--- src/rtl/key_event_gen.sv ---
// rtl/key_event_gen.sv - debounced key level to press/release/auto-repeat pulses plus long-press level.
// Optional press counter on CNT when KEYEVT_CNT_EN is defined; otherwise CNT is tied to zero.
module key_event_gen #(
  parameter int LONG_CYC = 1000,
  parameter int REP_CYC  = 200,
  parameter bit ACT_LOW  = 1'b1
) (
  input  logic       CLK,
  input  logic       RST,
  input  logic       KIN,
  output logic       PRESS,
  output logic       RELEASE,
  output logic       REPT,
  output logic       LONG,
  output logic [7:0] CNT
);

  typedef enum logic [1:0] {IDLE, HELD, RPT} state_t;

  localparam logic [15:0] LONG_LAST = 16'(LONG_CYC - 1);
  localparam logic [15:0] REP_LAST  = 16'(REP_CYC - 1);

  state_t      state;
  logic        pk;
  logic        k_q;
  logic        armed;
  logic [15:0] timer;
  logic        press_now;

  assign pk        = ACT_LOW ? ~KIN : KIN;
  assign press_now = (state == IDLE) && k_q && armed;

  // k_q resets to "pressed" so a key held through reset must be released before it can fire.
  always_ff @(posedge CLK) begin
    if (RST) begin
      state   <= IDLE;
      k_q     <= 1'b1;
      armed   <= 1'b0;
      timer   <= 16'd0;
      PRESS   <= 1'b0;
      RELEASE <= 1'b0;
      REPT    <= 1'b0;
      LONG    <= 1'b0;
    end else begin
      k_q     <= pk;
      PRESS   <= 1'b0;
      RELEASE <= 1'b0;
      REPT    <= 1'b0;
      if (!k_q) armed <= 1'b1;
      case (state)
        IDLE: begin
          if (press_now) begin
            PRESS <= 1'b1;
            timer <= 16'd0;
            state <= HELD;
          end
        end
        HELD: begin
          // Release is checked first so it wins over a coincident timer match.
          if (!k_q) begin
            RELEASE <= 1'b1;
            timer   <= 16'd0;
            state   <= IDLE;
          end else if (timer == LONG_LAST) begin
            REPT  <= 1'b1;
            LONG  <= 1'b1;
            timer <= 16'd0;
            state <= RPT;
          end else begin
            timer <= timer + 16'd1;
          end
        end
        RPT: begin
          if (!k_q) begin
            RELEASE <= 1'b1;
            LONG    <= 1'b0;
            timer   <= 16'd0;
            state   <= IDLE;
          end else if (timer == REP_LAST) begin
            REPT  <= 1'b1;
            timer <= 16'd0;
          end else begin
            timer <= timer + 16'd1;
          end
        end
        default: begin
          timer <= 16'd0;
          state <= IDLE;
        end
      endcase
    end
  end

`ifdef KEYEVT_CNT_EN
  logic [7:0] cnt;

  always_ff @(posedge CLK) begin
    if (RST) begin
      cnt <= 8'h00;
    end else if (press_now) begin
      cnt <= cnt + 8'h01;
    end
  end

  assign CNT = cnt;
`else
  assign CNT = 8'h00;
`endif

endmodule

--- config.mk ---
export PLATFORM = sky130hd
export DESIGN_NAME = key_event_gen
export DESIGN_NICKNAME = d
export VERILOG_FILES = /design/src/rtl/key_event_gen.sv
export SDC_FILE = /design/constraint.sdc
export NUM_CORES = 1
export LEC_CHECK = 0
export CAP_MARGIN = 20
export CORE_MARGIN = 2
export CORE_UTILIZATION = 39
export CTS_BUF_LIST = sky130_fd_sc_hd__clkbuf_16
export CTS_CLUSTER_DIAMETER = 60
export DETAILED_ROUTE_END_ITERATION = 8
export PLACE_DENSITY = 0.66
export SLEW_MARGIN = 25
export SYNTH_ARGS = -nofsm -noshare
export SYNTH_HDL_FRONTEND = slang
export SYNTH_SLANG_ARGS = --single-unit
--- constraint.sdc ---
create_clock -name CLK -period 2.3 [get_ports CLK]
set_input_delay 0.46 -clock CLK [delete_from_list [all_inputs] [get_ports CLK]]
set_output_delay 0.46 -clock CLK [all_outputs]
set_load 0.005 [all_outputs]
==> impl_metrics.prom, run 1 <==
# TYPE chip_impl_metric gauge
chip_impl_metric{name="numCtsBuffers",unit=""} 3
chip_impl_info{name="timing.critical_path.to",value="timer[11]$_SDFFE_PP0N_"} 1
chip_impl_metric{name="area_enclosed_by_the_die_boundary",unit="µm²"} 4040
chip_impl_metric{name="whs",unit="ns"} 0.475
chip_impl_metric{name="critPathRequiredTime",unit="ns"} 2.50
chip_impl_metric{name="worst_path_largest_cell_delay",unit="ns"} 0.46
chip_impl_metric{name="worst-endpoint-arrival",unit="ns"} 2.29
chip_impl_metric{name="min_period",unit="ns"} 2.09
chip_impl_metric{name="drive_gt1_frac",unit=""} 0.0939
chip_impl_metric{name="vias_per_cell",unit=""} 5.57
chip_impl_info{name="clk_root_buffer_cell",value="sky130_fd_sc_hd__clkbuf_16"} 1
chip_impl_metric{name="postSynthAreaPerCell",unit="µm²"} 8.15
chip_impl_metric{name="number_of_maximum_capacitance_constraint_violations",unit=""} 0
chip_impl_metric{name="finish.utilization",unit=""} 0.466
chip_impl_info{name="hold_class",value="flip-flop to flip-flop"} 1
chip_impl_info{name="largest_family_of_logic_cells_by_synthesized_area",value="simple AND/OR/NAND/NOR gates"} 1
chip_impl_metric{name="synthAdderAreaFrac",unit=""} 0.0452
chip_impl_metric{name="die_x",unit="µm"} 63.6
chip_impl_info{name="worst_setup_path_startpoint",value="state[0]$_SDFFE_PP0P_"} 1
chip_impl_metric{name="synthMuxAreaShare",unit=""} 0.0145
chip_impl_metric{name="globalRouteTotalUtil",unit=""} 0.166
chip_impl_metric{name="post_cts.resized_instances",unit=""} 0
chip_impl_metric{name="finalSetupTns",unit="ns"} 0
chip_impl_metric{name="synth_compound_area_frac",unit=""} 0.219
chip_impl_metric{name="grt.met3_usage",unit=""} 0.0214
chip_impl_info{name="startpoint_type",value="flip-flop"} 1
chip_impl_info{name="timing.critical_path.slowest_stage_cell",value="sky130_fd_sc_hd__or4b_1"} 1
chip_impl_metric{name="clock.fmax",unit="MHz"} 479
chip_impl_metric{name="finalWirelength",unit="mm"} 3.03
chip_impl_metric{name="drt_first_pass_iters",unit=""} 4
chip_impl_metric{name="clk_pin_slew",unit="ns"} 0.06
chip_impl_metric{name="clkLatencyLatePin",unit="ns"} 0.27
chip_impl_metric{name="postSynthCellCount",unit=""} 170
chip_impl_metric{name="reg2regPathDepth",unit=""} 7
chip_impl_metric{name="dr.first_iter.drc_count",unit=""} 91
chip_impl_info{name="unrepaired_setup_endpoints_after_global_routing",value="false"} 1
chip_impl_info{name="worstReg2RegStart",value="state[0]$_SDFFE_PP0P_"} 1
chip_impl_metric{name="fin_crit_sh",unit=""} 0.907
chip_impl_metric{name="worst-r2r-setup-slack",unit="ns"} 0.21
chip_impl_metric{name="hpwl_after_detailed_placement",unit="mm"} 2.23
chip_impl_metric{name="grt_start_max_net_pins",unit=""} 14
chip_impl_metric{name="hold_buffers",unit=""} 0
chip_impl_metric{name="row_count",unit=""} 21
chip_impl_metric{name="num_antenna_cells",unit=""} 0
chip_impl_metric{name="placement.io_buffers",unit=""} 6
chip_impl_metric{name="ys_ff_latch",unit=""} 24
chip_impl_metric{name="fp.coreArea",unit="µm²"} 3360
chip_impl_metric{name="route.antenna.remaining_nets",unit=""} 0
chip_impl_metric{name="die_h",unit="µm"} 63.6
chip_impl_metric{name="place_congestion",unit=""} 0.801
chip_impl_metric{name="power.density_cell_area",unit="nW/µm²"} 613
chip_impl_metric{name="count_of_flip_flops_with_a_built_in_enable_after_synthesis",unit=""} 0
chip_impl_info{name="r2r_end",value="timer[11]$_SDFFE_PP0N_"} 1
chip_impl_metric{name="worst_slew_margin_rel",unit=""} 0.511
chip_impl_metric{name="top_fanout_value_on_the_critical_path",unit=""} 7
chip_impl_metric{name="synthToLayoutAreaGrowth",unit="%"} 13.2
chip_impl_metric{name="cts_num_sinks",unit=""} 24
chip_impl_metric{name="cts_max_path_buffers",unit=""} 2
chip_impl_info{name="status",value="completed"} 1
chip_impl_metric{name="worstMarginPinSlew",unit="ns"} 0.731
chip_impl_metric{name="via_count",unit=""} 1264
chip_impl_info{name="layout.cells.most_common_list",value="24 x sky130_fd_sc_hd__dfxtp_1, 18 x sky130_fd_sc_hd__nand2_1, 15 x sky130_fd_sc_hd__nand3_1"} 1
chip_impl_info{name="setup.worst_path.class",value="flip-flop to flip-flop"} 1
chip_impl_metric{name="global_route.usage.met2",unit=""} 0.288
chip_impl_metric{name="htree_num_levels",unit=""} 1
chip_impl_metric{name="seq_area_frac_synth",unit=""} 0.347
chip_impl_metric{name="first_global_vias",unit=""} 1212
chip_impl_metric{name="grt_first_pass_wirelength",unit="mm"} 5.25
chip_impl_metric{name="gr-usage-met1",unit=""} 0.193
chip_impl_metric{name="yosys_warnings",unit=""} 0
chip_impl_metric{name="start_util",unit=""} 0.412
chip_impl_info{name="mostFrequentLayoutCell",value="sky130_fd_sc_hd__dfxtp_1"} 1
chip_impl_metric{name="fin_nets",unit=""} 190
chip_impl_metric{name="finalHoldViolations",unit=""} 0
chip_impl_metric{name="post_cts_setup_buffer_count",unit=""} 0
chip_impl_metric{name="post_synth_instance_area",unit="µm²"} 1390
chip_impl_metric{name="antenna_violations_before_repair",unit=""} 0
chip_impl_info{name="busiest_layer_in_global_routing",value="met2"} 1
chip_impl_info{name="cts_tree",value="done"} 1
chip_impl_metric{name="worst_slack",unit="ns"} 0.213
chip_impl_metric{name="async_flop_share",unit=""} 0
chip_impl_metric{name="drc",unit=""} 0
chip_impl_metric{name="peakVddDrop",unit="mV"} 0.276
chip_impl_info{name="timing.critical_path.cells",value="inv_1, ha_1, o21ai_0, a41o_1, a31oi_2, or4b_1, a21oi_1"} 1
chip_impl_metric{name="floorplan.io_pins",unit=""} 15
chip_impl_metric{name="total_of_endpoints_with_negative_setup_slack_in_the_final_report",unit=""} 0
chip_impl_metric{name="simple_gate_share_of_the_synthesized_area",unit=""} 0.275
chip_impl_info{name="timing.critical_path.to_type",value="flip-flop"} 1
chip_impl_metric{name="final-max-slew-violation-count",unit=""} 0
chip_impl_info{name="synth_flop_cell",value="sky130_fd_sc_hd__dfxtp_1"} 1
chip_impl_metric{name="placement.setup.worst_slack",unit="ns"} 0.228
chip_impl_metric{name="grt-ovfl-total",unit=""} 0
chip_impl_metric{name="dpl.cell_count",unit=""} 223
chip_impl_metric{name="clock-skew-final",unit="ns"} 0.00164
chip_impl_metric{name="power_leakage",unit="nW"} 0.518
chip_impl_metric{name="final_cell_count_no_fill",unit=""} 227
chip_impl_metric{name="xor_xnor_share_of_the_synthesized_area",unit=""} 0.00632
chip_impl_metric{name="post_synth_num_cell_types",unit=""} 49
chip_impl_metric{name="avgRoutedWirePerCell",unit="µm"} 13.3
-- metal layers --
layer | vias to the layer above | part of all wire | wire length [µm]
li1 | 632 | - | -
met3 | 5 | 0.023 | 69
met5 | - | 0 | 0
met1 | 610 | 0.45 | 1360
met4 | 0 | 0.026 | 80
met2 | 17 | 0.50 | 1510
-- worst min path at each step --
stage,start,end,cells past startpoint
5_1_grt,armed$_SDFFE_PP0N_,armed$_SDFFE_PP0N_,2
3_5_place_dp,armed$_SDFFE_PP0N_,armed$_SDFFE_PP0N_,2
4_1_cts,armed$_SDFFE_PP0N_,armed$_SDFFE_PP0N_,2
3_3_place_gp,armed$_SDFFE_PP0N_,armed$_SDFFE_PP0N_,2
2_1_floorplan,armed$_SDFFE_PP0N_,armed$_SDFFE_PP0N_,2
6_report,armed$_SDFFE_PP0N_,armed$_SDFFE_PP0N_,2
-- cell families after synthesis --
family                     after synthesis
and+or+nand+nor                         71
AOI/OAI and AO/OA                       44
DFF                                     24
buffers and inverters                   22
adders and majority gates                5
muxes                                    2
other                                    1
xor gates and xnor gates                 1
-- metrics by stage --
stage | power, mW | area [µm²]
finish | 0.961 | 1570
global route | 0.993 | 1570
CTS | 0.964 | 1570
detailed placement | 0.574 | 1490
global placement | 0.570 | 1490
floorplan | 0.539 | 1410
-- synth_stat cells, types with 3 or more instances --
cell                      instances  area, µm²
sky130_fd_sc_hd__a21oi_1         10       50.1
sky130_fd_sc_hd__and2_1           4       25.0
sky130_fd_sc_hd__nand4_1          4       25.0
sky130_fd_sc_hd__or3_1            3       18.8
sky130_fd_sc_hd__o21ai_0          6       30.0
sky130_fd_sc_hd__a31oi_1          5       31.3
sky130_fd_sc_hd__nand3_1         15       75.1
sky130_fd_sc_hd__inv_1            9       33.8
sky130_fd_sc_hd__o31ai_1          4       30.0
sky130_fd_sc_hd__buf_4            9       67.6
sky130_fd_sc_hd__ha_1             5       62.6
sky130_fd_sc_hd__nand2_1         18       67.6
sky130_fd_sc_hd__nor2_1           8       30.0
sky130_fd_sc_hd__a22oi_1          3       22.5
sky130_fd_sc_hd__dfxtp_1         24        480
-- flip-flops by register name, indices dropped and copies added, names as in the netlist --
register  flops
armed         1
RELEASE       1
k_q           1
REPT          1
timer        16
LONG          1
state         2
PRESS         1
-- critical path: cells and delay by family, from the launching register on --
family	cells	cell delay, ns
AOI/OAI and AO/OA	4	0.88
adders and majority gates	1	0.24
buffers and inverters	1	0.12
DFF	1	0.32
and+or+nand+nor	1	0.46
-- layout make-up --
| class | instances | area (µm²) |
|---|---|---|
| clock buffers | 3 | 75.1 |
| clock inverters | 1 | 3.75 |
| fillers | 360 | 1800 |
| inverters | 9 | 33.8 |
| multi-input cells | 131 | 805 |
| flip-flops and latches | 24 | 480 |
| well taps | 46 | 57.6 |
| repair buffers | 13 | 113 |
-- report_power, final --
group          total (mW)  internal [mW]  switching [mW]
clock               0.393          0.233           0.160
combinational       0.138         0.0519          0.0857
sequential          0.430          0.423         0.00654
total               0.961          0.708           0.252
(Power assumes the default switching activity.)
==> inputs of run 2 (changes only) <==
--- a/config.mk
+++ b/config.mk
@@ -5,13 +5,15 @@
 export SDC_FILE = /design/constraint.sdc
 export NUM_CORES = 1
 export LEC_CHECK = 0
+export ABC_AREA = 1
 export CAP_MARGIN = 20
 export CORE_MARGIN = 2
 export CORE_UTILIZATION = 39
 export CTS_BUF_LIST = sky130_fd_sc_hd__clkbuf_16
 export CTS_CLUSTER_DIAMETER = 60
 export DETAILED_ROUTE_END_ITERATION = 8
-export PLACE_DENSITY = 0.66
+export HOLD_SLACK_MARGIN = 0.1
+export PLACE_DENSITY = 0.65
 export SLEW_MARGIN = 25
 export SYNTH_ARGS = -nofsm -noshare
 export SYNTH_HDL_FRONTEND = slang
==> impl_metrics.prom, run 2 <==
# TYPE chip_impl_metric gauge
chip_impl_metric{name="route.antenna.remaining_nets",unit=""} 0
chip_impl_info{name="timing.critical_path.max_delay_family",value="simple AND/OR/NAND/NOR gates"} 1
chip_impl_metric{name="wl_met2",unit="mm"} 1.49
chip_impl_info{name="timing.critical_path.to_type",value="flip-flop"} 1
chip_impl_metric{name="netlist.area_leader.share",unit=""} 0.300
chip_impl_metric{name="avgRoutedWirePerCell",unit="µm"} 11.9
chip_impl_metric{name="route.met3.wl",unit="µm"} 142
chip_impl_metric{name="min_period",unit="ns"} 1.63
chip_impl_metric{name="grt-ovfl-total",unit=""} 0
chip_impl_metric{name="async_flop_share",unit=""} 0
chip_impl_info{name="mostFrequentLayoutCell",value="sky130_fd_sc_hd__nand2_1"} 1
chip_impl_metric{name="largest_register_ff_count",unit=""} 16
chip_impl_metric{name="start_util",unit=""} 0.403
chip_impl_metric{name="cts_num_sinks",unit=""} 24
chip_impl_info{name="max_used_layer",value="met4"} 1
chip_impl_metric{name="placement.io_buffers",unit=""} 6
chip_impl_metric{name="via_count",unit=""} 1398
chip_impl_metric{name="post_cts_setup_buffer_count",unit=""} 0
chip_impl_info{name="synth_largest_area_cell",value="sky130_fd_sc_hd__dfxtp_1"} 1
chip_impl_metric{name="post_synth_instance_area",unit="µm²"} 1600
chip_impl_metric{name="post_synth_num_cell_types",unit=""} 29
chip_impl_metric{name="final-max-slew-violation-count",unit=""} 0
chip_impl_metric{name="clkLatencyLatePin",unit="ns"} 0.26
chip_impl_info{name="status",value="completed"} 1
chip_impl_metric{name="drc",unit=""} 0
chip_impl_metric{name="fin_nets",unit=""} 238
chip_impl_metric{name="die_x",unit="µm"} 68.0
chip_impl_info{name="synth_flop_cell",value="sky130_fd_sc_hd__dfxtp_1"} 1
chip_impl_metric{name="postSynthAreaPerCell",unit="µm²"} 7.11
chip_impl_metric{name="worst-endpoint-arrival",unit="ns"} 1.77
chip_impl_metric{name="critical_path_cell_count",unit=""} 10
chip_impl_metric{name="vias_per_cell",unit=""} 5.01
chip_impl_metric{name="place_congestion",unit=""} 0.844
chip_impl_metric{name="hold_buffers",unit=""} 0
chip_impl_metric{name="htree_num_levels",unit=""} 1
chip_impl_info{name="hold_class",value="flip-flop to flip-flop"} 1
chip_impl_metric{name="count_of_flip_flops_with_a_built_in_enable_after_synthesis",unit=""} 0
chip_impl_metric{name="fin_crit_sh",unit=""} 0.710
chip_impl_metric{name="finalHoldViolations",unit=""} 0
chip_impl_info{name="timing.critical_path.cells",value="ha_1, nand2_2, inv_2, nand2_1, nor2_1, nand2_1, nand2_2, nand2_4, nand3_1, a21oi_1"} 1
chip_impl_metric{name="postSynthCellCount",unit=""} 225
chip_impl_metric{name="top_fanout_value_on_the_critical_path",unit=""} 16
chip_impl_metric{name="worst_path_largest_cell_delay",unit="ns"} 0.37
chip_impl_metric{name="drt_first_pass_iters",unit=""} 4
chip_impl_info{name="largestRegisters",value="timer (16), state (2)"} 1
chip_impl_metric{name="post_cts.resized_instances",unit=""} 0
chip_impl_info{name="layout.cells.most_common_list",value="48 x sky130_fd_sc_hd__nand2_1, 32 x sky130_fd_sc_hd__nor2_1, 24 x sky130_fd_sc_hd__dfxtp_1"} 1
chip_impl_metric{name="clk_pin_slew",unit="ns"} 0.06
chip_impl_info{name="timing.critical_path.slowest_stage_cell",value="sky130_fd_sc_hd__dfxtp_1"} 1
chip_impl_metric{name="cts_max_path_buffers",unit=""} 2
chip_impl_info{name="unrepaired_setup_endpoints_after_global_routing",value="false"} 1
chip_impl_info{name="synth.top_cells.by_count",value="48 x sky130_fd_sc_hd__nand2_1, 32 x sky130_fd_sc_hd__nor2_1, 24 x sky130_fd_sc_hd__dfxtp_1"} 1
chip_impl_metric{name="grt_first_pass_wirelength",unit="mm"} 5.58
chip_impl_metric{name="critPathRequiredTime",unit="ns"} 2.44
chip_impl_metric{name="fp.coreArea",unit="µm²"} 3970
chip_impl_info{name="synth.top_cells.by_area",value="sky130_fd_sc_hd__dfxtp_1 30%, sky130_fd_sc_hd__nand2_1 11%, sky130_fd_sc_hd__nor2_1 7.5%"} 1
chip_impl_metric{name="antenna_violations_before_repair",unit=""} 0
chip_impl_metric{name="synthToLayoutAreaGrowth",unit="%"} 8.76
chip_impl_metric{name="worstPathBufferInverterCount",unit=""} 1
chip_impl_metric{name="hold_path_depth",unit=""} 2
chip_impl_metric{name="finalSetupTns",unit="ns"} 0
chip_impl_metric{name="drt-met1-wl",unit="mm"} 1.63
chip_impl_info{name="yosys.cell_count.top_type",value="sky130_fd_sc_hd__nand2_1"} 1
chip_impl_metric{name="globalRouteTotalUtil",unit=""} 0.161
chip_impl_metric{name="fillCellCount",unit=""} 418
chip_impl_metric{name="hpwl_after_detailed_placement",unit="mm"} 2.37
chip_impl_metric{name="worst-r2r-setup-slack",unit="ns"} 0.67
chip_impl_metric{name="die_h",unit="µm"} 68.0
chip_impl_metric{name="peakVddDrop",unit="mV"} 0.489
chip_impl_metric{name="number_of_maximum_capacitance_constraint_violations",unit=""} 0
chip_impl_metric{name="row_count",unit=""} 23
chip_impl_metric{name="clock-skew-final",unit="ns"} 0.00152
chip_impl_info{name="clk_root_buffer_cell",value="sky130_fd_sc_hd__clkbuf_16"} 1
chip_impl_metric{name="seq_area_frac_synth",unit=""} 0.300
chip_impl_metric{name="ys_ff_latch",unit=""} 24
chip_impl_metric{name="yosys_warnings",unit=""} 0
chip_impl_metric{name="reg2regPathDepth",unit=""} 10
chip_impl_metric{name="drive_gt1_frac",unit=""} 0.197
chip_impl_info{name="setup.worst_path.class",value="flip-flop to flip-flop"} 1
chip_impl_metric{name="clock.fmax",unit="MHz"} 612
chip_impl_info{name="largest-register",value="timer"} 1
chip_impl_metric{name="grt_start_max_net_pins",unit=""} 18
chip_impl_metric{name="final_cell_count_no_fill",unit=""} 279
chip_impl_info{name="cts_tree",value="done"} 1
chip_impl_metric{name="area_enclosed_by_the_die_boundary",unit="µm²"} 4630
chip_impl_metric{name="dr.first_iter.drc_count",unit=""} 105
chip_impl_metric{name="num_antenna_cells",unit=""} 0
chip_impl_metric{name="power_leakage",unit="nW"} 0.655
chip_impl_metric{name="floorplan.io_pins",unit=""} 15
chip_impl_metric{name="dpl.cell_count",unit=""} 275
chip_impl_metric{name="numCtsBuffers",unit=""} 3
chip_impl_info{name="startpoint_type",value="flip-flop"} 1
chip_impl_metric{name="first_global_vias",unit=""} 1225
chip_impl_metric{name="finalWirelength",unit="mm"} 3.33
chip_impl_metric{name="power.density_cell_area",unit="nW/µm²"} 880
chip_impl_metric{name="total_of_endpoints_with_negative_setup_slack_in_the_final_report",unit=""} 0
-- run 2: changes by cell type after synthesis, moves of 5 or more --
cell / previous run / this run
sky130_fd_sc_hd__inv_1: 9 / 17
sky130_fd_sc_hd__nor2_1: 8 / 32
sky130_fd_sc_hd__nand3_2: 0 / 9
sky130_fd_sc_hd__nand2_1: 18 / 48
sky130_fd_sc_hd__nand2_2: 1 / 9
sky130_fd_sc_hd__a31oi_1: 5 / 0
sky130_fd_sc_hd__a21oi_2: 0 / 11
sky130_fd_sc_hd__o21ai_0: 6 / 11
-- run 2: area by class of cell --
class,count,area (µm²),share of cell area
inverters,22,85.1,0.0489
flip-flops and latches,24,480,0.276
clock buffers,3,75.1,0.0432
multi-input cells,172,938,0.540
well taps,50,62.6,0.0360
clock inverters,1,30.0,0.0173
repair buffers,7,67.6,0.0388
-- run 2: worst paths after layout --
kind | from | end
setup reg to reg | timer[1]$_SDFFE_PP0N_ | timer[15]$_SDFFE_PP0N_
setup / recovery | timer[1]$_SDFFE_PP0N_ | timer[15]$_SDFFE_PP0N_
hold reg to reg | armed$_SDFFE_PP0N_ | PRESS$_SDFF_PP0_
hold / removal | armed$_SDFFE_PP0N_ | PRESS$_SDFF_PP0_
-- run 2: power by group --
group          internal, mW  total [mW]  switching, mW
clock                 0.346       0.500          0.154
sequential            0.438       0.449         0.0113
combinational         0.159       0.580          0.421
total                 0.943        1.53          0.587
-- run 2: cell families after synthesis --
logic type / synth area share
adder cells (fa/ha/maj): 0.0391
flip-flops: 0.300
AO/OA/AOI/OAI: 0.138
other: 0.00235
buffers and inverters: 0.129
AND/OR/NAND/NOR: 0.390
-- run 2: stage by stage --
step	area [µm²]	utilization	hold slack [ns]	power, mW	setup WS, ns
3_3_place_gp	1630	0.411	0.477	1.04	0.481
2_1_floorplan	1630	-	0.447	1.02	0.878
4_1_cts	1740	0.438	0.489	1.54	0.665
5_1_grt	1740	0.438	0.518	1.62	0.449
6_report	1740	0.438	0.486	1.53	0.666
3_5_place_dp	1630	0.411	0.469	1.04	0.415
-- run 2: worst min-delay path: cells and delay by family, from the launching register on --
kind	cells	cell delay, ns
flip-flops	1	0.31
AND/OR/NAND/NOR	2	0.14
-- run 2: routing by layer --
layer,vias up,global-route usage
li1,723,-
met1,630,0.214
met2,38,0.260
met3,7,0.0247
met4,0,0.0600
met5,-,0
